[src/rtl/inverse_cdf_scheduler.sv]
// Round-robin scheduler sharing one inverse-CDF pipeline among NUM_REQ Sobol streams.
// An in-order tag FIFO routes each returning z-score back to the requester that issued it.
package fpga_cfg_pkg;
    localparam int FP_WIDTH = 32;
endpackage

module inverse_cdf_scheduler #(
    parameter int WIDTH   = fpga_cfg_pkg::FP_WIDTH,
    parameter int NUM_REQ = 4,
    parameter int MAX_OUT = 8
) (
    input  logic                     clk,
    input  logic                     rst,
    input  logic [NUM_REQ-1:0]       req_valid,
    input  logic [NUM_REQ*WIDTH-1:0] req_u,
    output logic [NUM_REQ-1:0]       req_ready,
    output logic                     pipe_valid,
    output logic [WIDTH-1:0]         pipe_u,
    input  logic                     pipe_ready,
    input  logic                     res_valid,
    input  logic [WIDTH-1:0]         res_z,
    output logic                     res_ready,
    output logic [NUM_REQ-1:0]       out_valid,
    output logic [WIDTH-1:0]         out_z,
    input  logic [NUM_REQ-1:0]       out_ready,
    output logic [$clog2(MAX_OUT):0] outstanding,
    output logic                     err_orphan
);
    localparam int TAG_W = $clog2(NUM_REQ);
    localparam int PTR_W = $clog2(MAX_OUT);
    localparam int CNT_W = PTR_W + 1;

    logic               r_pipe_valid;
    logic [WIDTH-1:0]   r_pipe_u;
    logic [TAG_W-1:0]   r_issue_tag;
    logic [TAG_W-1:0]   r_rr_ptr;
    logic [TAG_W-1:0]   r_fifo [MAX_OUT];
    logic [PTR_W-1:0]   r_wr_ptr;
    logic [PTR_W-1:0]   r_rd_ptr;
    logic [CNT_W-1:0]   r_outstanding;
    logic               r_err_orphan;

    logic               w_issue_hs;
    logic               w_res_hs;
    logic               w_fifo_empty;
    logic               w_load_ok;
    logic               w_load;
    logic               w_found;
    logic [TAG_W-1:0]   w_win;
    logic [TAG_W-1:0]   w_idx;
    logic [TAG_W-1:0]   w_rr_next;
    logic [TAG_W-1:0]   w_head;
    logic [CNT_W-1:0]   w_in_flight;
    logic [WIDTH-1:0]   w_sel_u;

    assign w_issue_hs   = r_pipe_valid & pipe_ready;
    assign w_res_hs     = res_valid & res_ready;
    // FIFO occupancy equals the handshaked in-flight count, so empty needs no separate flag
    assign w_fifo_empty = (r_outstanding == '0);
    assign w_head       = r_fifo[r_rd_ptr];

    // the sample waiting in the issue register reserves a slot before it handshakes
    assign w_in_flight  = r_outstanding + CNT_W'(r_pipe_valid);
    assign w_load_ok    = (!r_pipe_valid | pipe_ready) & (w_in_flight < CNT_W'(MAX_OUT));
    assign w_load       = w_load_ok & w_found;

    always_comb begin
        w_found = 1'b0;
        w_win   = '0;
        w_idx   = '0;
        for (int unsigned k = 0; k < NUM_REQ; k++) begin
            w_idx = TAG_W'((32'(r_rr_ptr) + k) % NUM_REQ);
            if (!w_found && req_valid[w_idx]) begin
                w_found = 1'b1;
                w_win   = w_idx;
            end
        end
    end

    assign w_rr_next = (w_win == TAG_W'(NUM_REQ - 1)) ? '0 : w_win + 1'b1;

    always_comb begin
        w_sel_u = '0;
        for (int unsigned i = 0; i < NUM_REQ; i++) begin
            if (w_win == TAG_W'(i)) begin
                w_sel_u = req_u[i*WIDTH +: WIDTH];
            end
        end
    end

    always_comb begin
        req_ready = '0;
        if (w_load) begin
            req_ready[w_win] = 1'b1;
        end
    end

    always_comb begin
        out_valid = '0;
        if (res_valid && !w_fifo_empty) begin
            out_valid[w_head] = 1'b1;
        end
    end

    assign res_ready   = !w_fifo_empty && out_ready[w_head];
    assign out_z       = res_z;
    assign pipe_valid  = r_pipe_valid;
    assign pipe_u      = r_pipe_u;
    assign outstanding = r_outstanding;
    assign err_orphan  = r_err_orphan;

    always_ff @(posedge clk or posedge rst) begin
        if (rst) begin
            r_pipe_valid  <= 1'b0;
            r_pipe_u      <= '0;
            r_issue_tag   <= '0;
            r_rr_ptr      <= '0;
            r_wr_ptr      <= '0;
            r_rd_ptr      <= '0;
            r_outstanding <= '0;
            r_err_orphan  <= 1'b0;
        end else begin
            if (w_load) begin
                r_pipe_valid <= 1'b1;
                r_pipe_u     <= w_sel_u;
                r_issue_tag  <= w_win;
                r_rr_ptr     <= w_rr_next;
            end else if (pipe_ready) begin
                r_pipe_valid <= 1'b0;
            end
            if (w_issue_hs) begin
                r_wr_ptr <= r_wr_ptr + 1'b1;
            end
            if (w_res_hs) begin
                r_rd_ptr <= r_rd_ptr + 1'b1;
            end
            if (w_issue_hs && !w_res_hs) begin
                r_outstanding <= r_outstanding + 1'b1;
            end else if (!w_issue_hs && w_res_hs) begin
                r_outstanding <= r_outstanding - 1'b1;
            end
            if (res_valid && w_fifo_empty) begin
                r_err_orphan <= 1'b1;
            end
        end
    end

    always_ff @(posedge clk) begin
        if (w_issue_hs) begin
            r_fifo[r_wr_ptr] <= r_issue_tag;
        end
    end

    a_fifo_never_overflows: assert property (@(posedge clk) disable iff (rst)
        (w_issue_hs && !w_res_hs) |-> (r_outstanding < CNT_W'(MAX_OUT)));

endmodule

[config.mk]
export PLATFORM = sky130hd
export DESIGN_NAME = inverse_cdf_scheduler
export DESIGN_NICKNAME = d
export VERILOG_FILES = /design/src/rtl/inverse_cdf_scheduler.sv
export SDC_FILE = /design/constraint.sdc
export NUM_CORES = 1
export LEC_CHECK = 0
export ABC_AREA = 1
export ABC_CLOCK_PERIOD_IN_PS = 3670
export CAP_MARGIN = 20
export CORE_UTILIZATION = 39
export DETAILED_ROUTE_END_ITERATION = 10
export GPL_ROUTABILITY_DRIVEN = 0
export MAX_ROUTING_LAYER = met4
export PLACE_DENSITY_LB_ADDON = 0.12
export SLEW_MARGIN = 0
export SYNTH_ARGS = -nofsm -noshare
export SYNTH_HDL_FRONTEND = slang
export SYNTH_SLANG_ARGS = --single-unit
[constraint.sdc]
create_clock -name clk -period 3.67 [get_ports clk]
set_input_delay 0.734 -clock clk [delete_from_list [all_inputs] [get_ports clk]]
set_output_delay 0.734 -clock clk [all_outputs]
set_load 0.02 [all_outputs]
==> metrics.md, run 1 <==
| Metric | Value |
|---|---|
| Status | finished, final reports clean |
| Die area | 0.0116 sq mm |
| Fmax | 292 MHz |
| Clock Skew | 0.00861 ns |
| Seq/Total Area, Yosys | 38.6% |
| Top post-synthesis cells by area | dfrtp_1 28%, nand2_1 21%, edfxtp_1 11% |
| Final nets | 948 |
| Hold Buf Count CTS | 0 |
| Syn_area_per_cell | 7.01 sq um |
| Mapped Area | about 0.0044 sq mm |
| Hold Path Class | reg -> reg |
| Initial antenna violation count | 0 |
| Top_reg_cell synth | dfrtp_1 |
| DRT Pass-1 Iters | 7 |
| Reg clk slew, reported paths | approximately 0.070 ns |
| Setup slack after layout | 0.249 ns |
| CTS tree | yes |
| Final setup fails | 0 |
| Post-synth ARST share | between 70% and 80% |
| Routed len/inst | 14.5 um |
| Most common cell after layout, fill and taps aside | nand2_1 |
| Number of H-tree levels | 3 |
| Final Hold Vio Count | 0 |
| FF+latch count, synth | 64 |
| CP required | 2.94 ns |
| Tightest Pin Transition | 0.495 ns |
| Yosys warns | 0 |
| Final wirelength | between 10000 and 15000 um |
| Leak pwr | 2.88 nW |
| Syn_nets | 803 |
| Place WS | -0.356 ns |
| Top-level port count | between 200 and 300 |
| Die X | around 110 um |
| Total gr overflow | 0 |
| HPWL Detailed | 10400 um |
| Tot GR Track Use | 23.6% |
| Post-Layout Cell Count | between 900 and 1k |
| Power Density | 1190 mW/mm^2 |
| Critical Path Sink Type | output port |
| Worst skew pair latency | 0.32 ns |
| DRT iter0 DRCs | 290 |
| CP Max Fanout | 4 |
| Site Rows | 38 |
| Synth-to-layout area growth | 44.9% |
| CP Class | in -> out |
| Total CTS buffers | 9 |
| Largest net degree at the start of global routing | 65 |
| Top cell type's share of synthesized area | 27.6% |
| CTS max path bufs | 2 |
| Peak supply drop | 0.892 mV |
| CTS sink count | 64 |
| Vias | 4425 |
| Slew HR | 67.0% |
| Placed Cells incl. Taps | 894 |
| PortBufs | 186 |
| EDFF count, synth | 16 |
| Post-DRT Antenna Nets | 0 |
| RSZ-0062 raised after global routing | no |
| Die Ht | ~110 um |
| Fraction of layout cells with a size suffix above 1 | 6.49% |
| CP arrival | 2.69 ns |
| Critical Path Start Type | input port |
| DRC | 0 |
| Max Cap Viol | 0 |
| Root Driver | clkbuf_8 |
| First-pass GRT wire length | 20700 um |
| Most frequent cells in the layout | 236 x nand2_1, 182 x clkdlybuf4s50_1, 64 x o21ai_0, 51 x nand3_1, 48 x dfrtp_1 |
| Largest area contributor in the netlist | dfrtp_1 |
| Vias in the first global route | 4304 |
| Post CTS Setup Buffer Count | 0 |
| Clock period minus worst slack | roughly 3.4 ns |
| Via-per-instance ratio | roughly 4.9 |
| Slew Limit Fails | 0 |
| Core ar. | 0.0108 sq mm |
| Crit share post-route | 93.2% |
| Mapped Cells | 621 |
| Starting Density | 40.1% |
| Synth cell types | 32 |
| Diode count | 0 |
==> worst paths after layout <==
check | start | end | slack (ns) | cells after the start
worst max-delay path | req_valid[1] | req_ready[2] | 0.25 | 13
worst min-delay path | err_orphan | err_orphan | 0.46 | 1
worst max register to register | r_rr_ptr[0] | pipe_u[3] | 0.72 | 16
worst min register to register | err_orphan | err_orphan | 0.46 | 1
max in group asynchronous | rst | pipe_u[28] | 2.54 | 3
min in group asynchronous | rst | outstanding[0] | 0.64 | 2
==> power breakdown <==
group	switching (mW)	internal, mW	total [mW]
registers	0.244	1.06	1.30
clock network	0.255	0.399	0.653
logic	3.51	2.04	5.55
total	4.01	3.50	7.50
==> cell type report <==
class                           count  area [sq um]
Clock buffer                       12           145
Clock inverter                      4          68.8
Fill cell                        1012          4530
Inverter                           36           140
Multi-Input combinational cell    454          2130
Sequential cell                    64          1680
Tap cell                          140           175
Timing Repair Buffer              201          1970
==> cells by family (layout without fill, tap and decap cells) <==
| group | Yosys count | count (layout) | share of synthesized area [%] |
|---|---|---|---|
| adder cells (fa/ha/maj) | 10 | 10 | 3.05 |
| AO/OA/AOI/OAI | 113 | 113 | 13.3 |
| buffers and inverters | 103 | 253 | 12.8 |
| XOR/XNOR | 6 | 6 | 1.38 |
| flip-flops | 64 | 64 | 38.6 |
| AND/OR/NAND/NOR | 325 | 325 | 30.8 |
==> metrics by stage <==
step                      hold WS (ns)  power (mW)  TNS (ns)  utilization [%]  instance area (sq um)
after floorplan                  0.492        5.20         0                -                   4350
after global placement           0.443        6.79    -0.711             56.1                   6080
after detailed placement         0.448        6.86     -1.36             56.1                   6080
after CTS                        0.463        7.54         0             58.1                   6300
after global routing             0.489        8.34         0             58.2                   6310
final                            0.457        7.50         0             58.2                   6310
==> registers in the layout (all words and copies together), names as in the netlist <==
name,count
err_orphan,1
outstanding,4
pipe_u,32
pipe_valid,1
r_fifo,16
r_issue_tag,2
r_rd_ptr,3
r_rr_ptr,2
r_wr_ptr,3
==> cells in the mapped netlist (3+ instances only) <==
master,count
a21oi_1,35
buf_4,38
buf_6,3
clkbuf_1,26
dfrtp_1,48
edfxtp_1,16
ha_1,9
inv_1,33
nand2_1,238
nand3_1,52
nand3b_1,3
nand4_1,3
nor2_1,18
nor3_1,4
o21ai_0,65
o21ai_1,8
xor2_1,3
==> timing repair <==
action                                  in CTS  in global routing
pin swaps                                    0                  0
gates resized for setup                      7                 10
cloned                                       0                  0
endpoints found under the setup margin       4                  4
==> worst max-delay path, cell delays in order <==
cell,delay [ns]
clkdlybuf4s50_1,0.49
nand2_1,0.06
o21ai_1,0.13
nand2_1,0.14
nand2_2,0.13
inv_1,0.07
nand3_1,0.11
nand3_2,0.15
buf_4,0.17
ha_1,0.20
inv_1,0.10
nor2_1,0.05
clkbuf_2,0.15
==> layer usage <==
metal  vias to the layer above  track usage [%]  routed length (um)
li1                       2271                -                   -
met1                      1967             29.5                5640
met2                       171             38.6                6440
met3                        16             4.66                 889
met4                         0             7.24                 210
met5                         -                -                   0
Note: power is estimated with default switching activity, not from simulation.
==> run 2: changes to the inputs <==
--- a/config.mk
+++ b/config.mk
@@ -13,6 +13,7 @@
 export GPL_ROUTABILITY_DRIVEN = 0
 export MAX_ROUTING_LAYER = met4
 export PLACE_DENSITY_LB_ADDON = 0.12
+export RECOVER_POWER = 50
 export SLEW_MARGIN = 0
 export SYNTH_ARGS = -nofsm -noshare
 export SYNTH_HDL_FRONTEND = slang
==> run 2 against run 1 <==
Effect of this change: the run now ends with max-capacitance violations, max-slew violations left; register-to-register slack about the same; critical path depth did not move; sequential share of layout area up 0.069 points; highest routed layer unchanged.
==> metrics.md, run 2 (same netlist as run 1, synthesis figures left out) <==
| Metric | Value |
|---|---|
| Failing checks | max-capacitance violations, max-slew violations |
| Hold Slack | 0.457 ns (about the same) |
| Final wirelength | 13200 um (about the same) |
| Switch share | 53.4% (about the same) |
| Power Density | 1190 mW/mm^2 (about the same) |
| Max reg flops | 32 (unchanged) |
| Post CTS Setup Buffer Count | 0 (unchanged) |
| Hold Buf Count CTS | 0 (unchanged) |
| Die Ht | 108 um (unchanged) |
| NetSw | 4.01 mW (about the same) |
| Die X | 108 um (unchanged) |
| Hold depth | 1 (unchanged) |
| Post-DRT Antenna Nets | 0 (unchanged) |
| Fillcell total | 1012 (unchanged) |
| Cell family with most CP delay | buffers and inverters (unchanged) |
| Total gr overflow | 0 (unchanged) |
| CP arrival | 2.69 ns (about the same) |
| Initial antenna violation count | 0 (unchanged) |
| Most frequent cells in the layout | 236 x nand2_1, 179 x clkdlybuf4s50_1, 64 x o21ai_0, 51 x nand3_1, 48 x dfrtp_1 (was 236 x nand2_1, 182 x clkdlybuf4s50_1, 64 x o21ai_0, 51 x nand3_1, 48 x dfrtp_1) |
| CTS max path bufs | 2 (unchanged) |
| Status | finished with violations (was finished, final reports clean) |
| Diode count | 0 (unchanged) |
| Tot GR Track Use | 23.6% (unchanged) |
| Crit. path cell count | 13 (unchanged) |
| Largest net degree at the start of global routing | 65 (unchanged) |
| Crit share post-route | 93.2% (about the same) |
| HPWL Detailed | 10400 um (unchanged) |
| CP required | 2.94 ns (about the same) |
| DRT Pass-1 Iters | 5 (was 7) |
| Fraction of layout cells with a size suffix above 1 | 6.23% (was 6.49%) |
| Reg clk slew, reported paths | 0.07 ns (about the same) |
| RSZ-0062 raised after global routing | no (unchanged) |
| Sequential power share | 17.4% (about the same) |
| Final setup fails | 0 (unchanged) |
| DRT iter0 DRCs | 322 (was 290) |
| Critical Path Start Type | input port (unchanged) |
| Synth-to-layout area growth | 44.6% (was 44.9%) |
| Fmax | 292 MHz (about the same) |
| Total CTS buffers | 9 (unchanged) |
| Leak pwr | 2.87 nW (was 2.88 nW) |
| DRC | 0 (unchanged) |
| CP peak stage delay | 0.49 ns (about the same) |
| Worst skew pair latency | 0.32 ns (about the same) |
| Critical Path Sink Type | output port (unchanged) |
| Core ar. | 0.0108 sq mm (unchanged) |
| Slew Limit Fails | 40 (was 0) |
| Cells along the critical path | clkdlybuf4s50_1 > nand2_1 > o21ai_1 > nand2_1 > nand2_2 > inv_1 > nand3_1 > nand3_2 > buf_4 > ha_1 > inv_1 > nor2_1 > clkbuf_2 (unchanged) |
| Routed len/inst | 14.5 um (about the same) |
| Most common cell after layout, fill and taps aside | nand2_1 (unchanged) |
| Number of H-tree levels | 3 (unchanged) |
| Setup slack after layout | 0.249 ns (about the same) |
| Overall power | 7.50 mW (about the same) |
| CTS tree | yes (unchanged) |
| Site Rows | 38 (unchanged) |
| CP Class | in -> out (unchanged) |
| Vias in the first global route | 4304 (unchanged) |
| Sequential standard cell area | 0.00168 sq mm (unchanged) |
| Area of the multi-input gates | 0.00213 sq mm (unchanged) |
| CTS sink count | 64 (unchanged) |
| CP Max Fanout | 4 (unchanged) |
| Clock period minus worst slack | 3.42 ns (about the same) |
| Gate power share | 73.9% (about the same) |
| CP bufs+invs | 5 (unchanged) |
| Die area | 0.0116 sq mm (unchanged) |
| Final nets | 948 (unchanged) |
| Via-per-instance ratio | 4.85 (was 4.86) |
| Vias | 4421 (was 4425) |
| CP max stage cell | clkdlybuf4s50_1 (unchanged) |
| Place WS | -0.356 ns (unchanged) |
| Clock Power Share | 8.7% (about the same) |
| Starting Density | 40.1% (unchanged) |
| Pint | 3.50 mW (about the same) |
| Peak supply drop | 0.894 mV (was 0.892 mV) |
| Tightest Pin Transition | 2.04 ns (was 0.495 ns) |
| Final Hold Vio Count | 0 (unchanged) |
| First-pass GRT wire length | 20700 um (unchanged) |
| R2R cell count | 16 (unchanged) |
| Top-level port count | 251 (unchanged) |
| Post-Layout Cell Count | 911 (unchanged) |
| Slew HR | -36.2% (was 67.0%) |
| PortBufs | 186 (unchanged) |
| Placed Cells incl. Taps | 894 (unchanged) |
| Hold Path Class | reg -> reg (unchanged) |
| Clock Skew | 0.00947 ns (was 0.00861 ns) |
| Max Cap Viol | 1 (was 0) |
| Root Driver | clkbuf_8 (unchanged) |
-- run 2: power by group through the flow --
| stage | clock, mW | sequential (mW) | combinational [mW] |
|---|---|---|---|
| detailed placement | 0 | 1.31 | 5.56 |
| global route | 0.704 | 1.34 | 6.29 |
| finish | 0.653 | 1.30 | 5.55 |
| CTS | 0.667 | 1.30 | 5.57 |
| global placement | 0 | 1.30 | 5.48 |
| floorplan | 0 | 1.45 | 3.74 |
-- run 2: metal layers --
layer	global-route usage (%)	share of wire [%]	up-vias
li1	-	-	2269
met2	38.6	49	160
met3	4.66	6.2	16
met4	7.24	1.5	0
met5	-	0	-
met1	29.5	43	1976
-- run 2: layout make-up --
cell class / count / area share, %
Tap cell: 140 / 2.78
Timing Repair Buffer: 201 / 31.0
Inverter: 36 / 2.23
Multi-Input combinational cell: 454 / 33.9
Sequential cell: 64 / 26.7
Clock inverter: 4 / 1.09
Clock buffer: 12 / 2.31
-- run 2: what timing repair did --
action | 4_1_cts | 5_1_grt
resized for setup | 7 | 10
cloned | 0 | 0
pin swaps | 0 | 0
endpoints found under the setup margin | 4 | 4
-- run 2: through the flow --
step                setup TNS (ns)  utilization (%)  cell area [sq um]
floorplan                        0                -               4350
global placement            -0.711             56.1               6080
detailed placement           -1.36             56.1               6080
CTS                              0             58.1               6300
global route                     0             58.0               6290
finish                           0             58.0               6290
-- run 2: final timing paths --
kind                              startpoint             end  slack (ns)
max in group asynchronous                rst      pipe_u[28]        0.60
worst max register to register   r_rr_ptr[0]       pipe_u[3]        0.71
worst min-delay path              err_orphan      err_orphan        0.46
min in group asynchronous                rst  outstanding[0]        0.82
worst min register to register    err_orphan      err_orphan        0.46
worst max-delay path            req_valid[1]    req_ready[2]        0.25
